## src/rtl/trojan_trigger_seq.sv

```systemverilog
// Plaintext-sequence trigger: four matching loads in order arm Tj_Trig, which
// then stays high either until reset (ARM_LOADS==0) or for ARM_LOADS further loads.
module trojan_trigger_seq #(
    parameter logic [127:0] P1        = 128'h00112233445566778899aabbccddeeff,
    parameter logic [127:0] P2        = 128'h3243f6a8885a308d313198a2e0370734,
    parameter logic [127:0] P3        = 128'h00000000000000000000000000000000,
    parameter logic [127:0] P4        = 128'hffffffffffffffffffffffffffffffff,
    parameter logic [7:0]   ARM_LOADS = 8'd0
) (
    input  logic         clk,
    input  logic         rst,
    input  logic         load,
    input  logic [127:0] state,
    output logic         Tj_Trig,
    output logic [2:0]   trig_state,
    output logic [7:0]   arm_cnt
);

    typedef enum logic [2:0] {
        IDLE  = 3'd0,
        S1    = 3'd1,
        S2    = 3'd2,
        S3    = 3'd3,
        ARMED = 3'd4
    } fsm_t;

    fsm_t       cur_state;
    fsm_t       nxt_state;
    logic [7:0] cnt_nxt;
    logic       hit1, hit2, hit3, hit4;

    assign hit1 = (state == P1);
    assign hit2 = (state == P2);
    assign hit3 = (state == P3);
    assign hit4 = (state == P4);

    assign trig_state = cur_state;

    always_ff @(posedge clk) begin
        if (rst) begin
            cur_state <= IDLE;
            Tj_Trig   <= 1'b0;
            arm_cnt   <= 8'd0;
        end else begin
            cur_state <= nxt_state;
            Tj_Trig   <= (nxt_state == ARMED);
            arm_cnt   <= cnt_nxt;
        end
    end

    // A mismatch mid-sequence still restarts at S1 when the load is P1 itself.
    always_comb begin
        nxt_state = cur_state;
        cnt_nxt   = arm_cnt;
        case (cur_state)
            IDLE: begin
                if (load && hit1) nxt_state = S1;
            end
            S1: begin
                if (load) nxt_state = hit2 ? S2 : (hit1 ? S1 : IDLE);
            end
            S2: begin
                if (load) nxt_state = hit3 ? S3 : (hit1 ? S1 : IDLE);
            end
            S3: begin
                if (load) begin
                    if (hit4) begin
                        nxt_state = ARMED;
                        cnt_nxt   = ARM_LOADS;
                    end else begin
                        nxt_state = hit1 ? S1 : IDLE;
                    end
                end
            end
            ARMED: begin
                // Plaintexts are ignored here; only the load count matters.
                if (load && (ARM_LOADS != 8'd0)) begin
                    if (arm_cnt <= 8'd1) nxt_state = IDLE;
                    else                 cnt_nxt   = arm_cnt - 8'd1;
                end
            end
            default: nxt_state = IDLE;
        endcase
        if (nxt_state != ARMED) cnt_nxt = 8'd0;
    end

endmodule
```

## config.mk

```make
export PLATFORM = sky130hd
export DESIGN_NAME = trojan_trigger_seq
export DESIGN_NICKNAME = d
export VERILOG_FILES = /design/src/rtl/trojan_trigger_seq.sv
export SDC_FILE = /design/constraint.sdc
export NUM_CORES = 1
export LEC_CHECK = 0
export ABC_AREA = 1
export ABC_CLOCK_PERIOD_IN_PS = 1500
export BUFFER_PORTS_ARGS = -buffer_cell sky130_fd_sc_hd__buf_4
export CORE_MARGIN = 2
export CORE_UTILIZATION = 41
export CTS_CLUSTER_DIAMETER = 150
export DETAILED_ROUTE_END_ITERATION = 12
export HOLD_SLACK_MARGIN = 0.08
export PLACE_DENSITY_LB_ADDON = 0.12
export SYNTH_ARGS = -nofsm -noshare
export SYNTH_HDL_FRONTEND = slang
export SYNTH_SLANG_ARGS = --single-unit
```

## constraint.sdc

```tcl
create_clock -name clk -period 1.5 [get_ports clk]
set_clock_uncertainty 0.15 [all_clocks]
set_input_delay 0.375 -clock clk [delete_from_list [all_inputs] [get_ports clk]]
set_output_delay 0.375 -clock clk [all_outputs]
set_load 0.1 [all_outputs]
```

### Yosys cells after proc, flatten, opt, wreduce, memory -nomap -nowiden

Cells that the tools add are included.

* register bits: 4
* latch bits: 0
* memory bits (writable): 0
* bits in read-only memories: 0
* input port bits: 131
* output and inout port bits: 12
* word-level logic and storage cells: 22
* memories kept: 0

* add/sub/neg operators: 0
* $mul: 0
* div/mod/pow operators: 0
* $lt $le $gt $ge: 0
* eq/ne operators: 8
* shift operators: 0
* multiplexer cells: 9
* bitwise operators: 0
* reductions and logical operators: 3

Operators by type and width (count)
* equality test 128 x 117 -> 1 bit, second input constant: 1
* equality test 128 x 126 -> 1 bit, second input constant: 1
* equality test 128 bit, second input constant: 1
* zero test 128 bit: 1
* two-way mux 3 bit: 7
* one-hot mux 3 bit (5 select lines): 1
* equality test 3 x 2 -> 1 bit, second input constant: 2
* equality test 3 bit, second input constant: 2
* equality test 3 x 1 -> 1 bit, second input constant: 1
* zero test 3 bit: 1
* logical AND 1 bit: 1
* two-way mux 1 bit: 1

### Longest topological paths before layout

* word-level depth: 6
* depth in mapped cells: 13

### Worst setup path before layout

Ideal clock, no wire load.

* path type: flip-flop to flip-flop
* start: register cur_state[1], in the netlist trig_state[1]
* end: register cur_state[0], in the netlist trig_state[0]
* library setup time: 0.070 ns
* data arrival time: 1.854 ns
* data required time: 1.280 ns
* path slack: -0.573 ns
* cell stages (with the launch flop): 9
* path buffers: 0
* clock period less this slack: 2.073 ns
* path through: dfxtp_1 nand3_1 nor3b_1 nand2_1 nor2_1 nand2_1 nand3_1 nand3_1 a21oi_1

* cells in the longest elaborated chain, start to end: 2
* elaborated cells between the ends (all ways): 6
* those cells by class: 4 x eq/ne; 1 x mux; 1 x reduce/logical

RTL lines
* start, declared: line 27 `fsm_t cur_state;`
* start signal, assigned: line 45 `cur_state <= nxt_state;`
* equality test 3 bit (tied with other cells): line 55 `case (cur_state)`
* one-hot mux 3 bit (5 select lines) *: line 55

Mark *: on every way between the ends. The rest lies on a longest branch, timed or not.
A chain may end at the register's enable or synchronous reset.

### Worst setup path after layout

* start: input port state[77]
* end: register cur_state[0], in the netlist trig_state[0]

* cells in the longest elaborated chain, start to end: 5
* elaborated cells between the ends (all ways): 14
* those cells by class: 3 x eq/ne; 9 x mux; 2 x reduce/logical

RTL lines
* start, declared: line 13 `input logic [127:0] state,`
* equality test 128 x 117 -> 1 bit: line 32 `assign hit1 = (state == P1);`
* two-way mux 1 bit: line 60, 63, 71
* two-way mux 3 bit, on equally long branches: line 67, 60, 63
* two-way mux 3 bit, on equally long branches: line 66, 60, 63
* one-hot mux 3 bit (5 select lines) *: line 55

Marked as above.

==> metrics <==
Initial Util=42.60%; Hold Crit Class=primary input to flip-flop; H-Tree Depth=1; final setup fails=4; outcome=complete, but fails checks; M1 WL=4571 µm; crit-path cells=buf_4 > buf_4 > nor2_1 > nand4_1 > nor2_1 > nand3_1 > nor2_1 > nand2_1 > nand3_1 > nand3_1 > a21oi_2; CP Data Required Time=1.51 ns; clk buf depth=2; vias in the first global route=4077; DRT Wirelength=11790 µm; fin nets=880; Slowest Stage Delay on Critical Path=0.17 ns; Ys Warns=0; failing checks=negative setup slack; pre-CTS setup slack=-0.5037 ns; initial antenna violation count=0; fin. max-slew vios=0; minimum clock period=1.684 ns; TritonCTS clock tree=done; slowest stage cell, crit path=nor2_1; setup slack after layout=-0.1836 ns; commonest non-fill, non-tap cell in the layout=buf_4; CP arrival=1.69 ns; Routed met3 length=1089 µm; Avg Cell Area, Syn=4.377 µm²; flops & latches, synth=4; clock slew at reported path FFs=0.04 ns; gr ovfl total=0; met2 routed wirelength=5670 µm; unrepaired setup endpoints after global routing=true; total CTS buffers=3; Clk Latency, worst-skew pair=0.23 ns; f_max=594.0 MHz; io pins=143; die width=79.65 µm; Worst Path Class, Setup=primary input to flip-flop; Die Ht=79.65 µm; final hold vios=0; highest metal used=met4; routability congestion estimate=0.9851; worst reg2reg path depth=9; Detailed Place HPWL=9546 µm; fillcell total=416; clock root buffer=clkbuf_8; GR Util All Layers=36.60%; largest net degree at the start of global routing=8; worst hold path endpoint=trig_state[0]; CTS Sinks=4; layout cells sized above 1=37.30%; hold_ws=0.1713 ns; crit path launch=state[77]; most frequent cells in the layout=buf_4 (189), nor2_1 (153), nand2_1 (137), inv_1 (68); Crit path max-delay family=simple AND/OR/NAND/NOR gates; first-pass GRT wire length=18240 µm; CP max FO=3; # diodes=0; wire length per cell=14.38 µm; r2r startpoint=trig_state[2]; Mapped Area=2346 µm²; Worst setup SP type=primary input; FF-to-FF setup slack=-0.03 ns; FP Rows=27; core area=5507 µm²; vias=4266; Hold Crit Depth=2; DRC=0; Vias/cell=5.202; Post-Route Utilization=79.57%; synth unique cells=23; input/output buffers=134; hold_sp=rst; Overall Power=1.340 mW; Post-DRT Antenna Nets=0; pwr dens=305.9 nW/µm²; setup TNS=-0.5352 ns; max-cap viol count=0; WP buf/inv=2; crit end category=flip-flop; final period utilization=112.2%; leakage power=2.110 nW; R2R Path End=trig_state[0]; initial DRC count=340; Layout area overhead=86.77%; cts-stage hold buffer count=0; First-pass DRT Iterations=7; Seq/Total Area, Yosys=3.413%; VDD IR-drop max=470.3 µV; cell count after synthesis=536; die area=6343 µm²
==> registers in the layout, summed over array words and instances, names as in the netlist <==
name and flops:
Tj_Trig 1, trig_state 3
==> where the power goes <==
part	internal, mW	leakage, nW	switching, mW
Combinational	0.465	2.05	0.514
Sequential	0.101	0.0346	0
Clock	0.183	0.0228	0.0769
==> cells in the mapped netlist <==
cell	instances	area share [%]
nor2_1	183	29
nand2_1	149	24
inv_1	73	12
nand3_1	37	7.9
nand4_1	32	8.5
nor3_1	18	3.8
buf_4	8	2.6
nor4_1	7	1.9
a21oi_1	4	0.85
dfxtp_1	4	3.4
nand3b_1	4	1.3
nor2_2	4	1.1
and2_1	2	0.53
or2_1	2	0.53
a22oi_1	1	0.32
and2_0	1	0.27
conb_1	1	0.16
nor2_4	1	0.48
nor3_2	1	0.43
nor3b_1	1	0.32
o21bai_1	1	0.32
or2_0	1	0.27
or3_1	1	0.27
==> how the worst max path moves through the flow <==
stage                     to  slack [ns]  cells past startpoint
2_1_floorplan  trig_state[0]       0.004                      8
6_report       trig_state[0]       -0.18                     11
5_1_grt        trig_state[2]       -0.24                      9
3_5_place_dp   trig_state[0]       -0.50                     13
3_3_place_gp   trig_state[0]       -0.53                     13
4_1_cts        trig_state[0]       -0.08                     15
==> metrics by stage <==
| stage | instances | instance area (µm²) |
|---|---|---|
| global route | 820 | 4382 |
| detailed placement | 805 | 3913 |
| finish | 820 | 4382 |
| global placement | 805 | 3913 |
| floorplan | 543 | 2396 |
| CTS | 817 | 4243 |
==> metal layers <==
metal  global-route usage, %  vias to the layer above
met5                       0                        -
met4                   14.31                        0
met3                   4.751                       50
met2                   66.05                      270
met1                   43.46                     1847
li1                        -                     2099
==> worst register-to-register path, stage by stage (launching register included) <==
cell and delay, ns:
dfxtp_4 0.36, inv_2 0.10, nand3_2 0.11, nor3b_2 0.19, nand2_1 0.06, nor2_1 0.08, nand2_1 0.08, nand3_1 0.09
nand3_1 0.09, a21oi_2 0.14
==> what timing repair did <==
action                                  4_1_cts  5_1_grt
setup buffers                                 9        3
pin swaps                                    48       22
endpoints found under the setup margin        4        4
hold endpoints to repair                      0        0
resized for setup                            65       33
==> cell families after synthesis <==
kind of cell,Yosys count,synth area share (%)
and+or+nand+nor,444,80.69
AOI/OAI and AO/OA,6,1.494
other,1,0.1598
buffers and inverters,81,14.24
DFF,4,3.413
==> area by class of cell <==
class	instances	area (µm²)	share of cell area, %
multi-input cells	458	2222	50.71
inverters	73	274.0	6.254
clock buffers	4	45.04	1.028
repair buffers	209	1659	37.86
well taps	72	90.09	2.056
flip-flops and latches	4	91.34	2.085
Note: power is estimated with default switching activity, not from simulation.
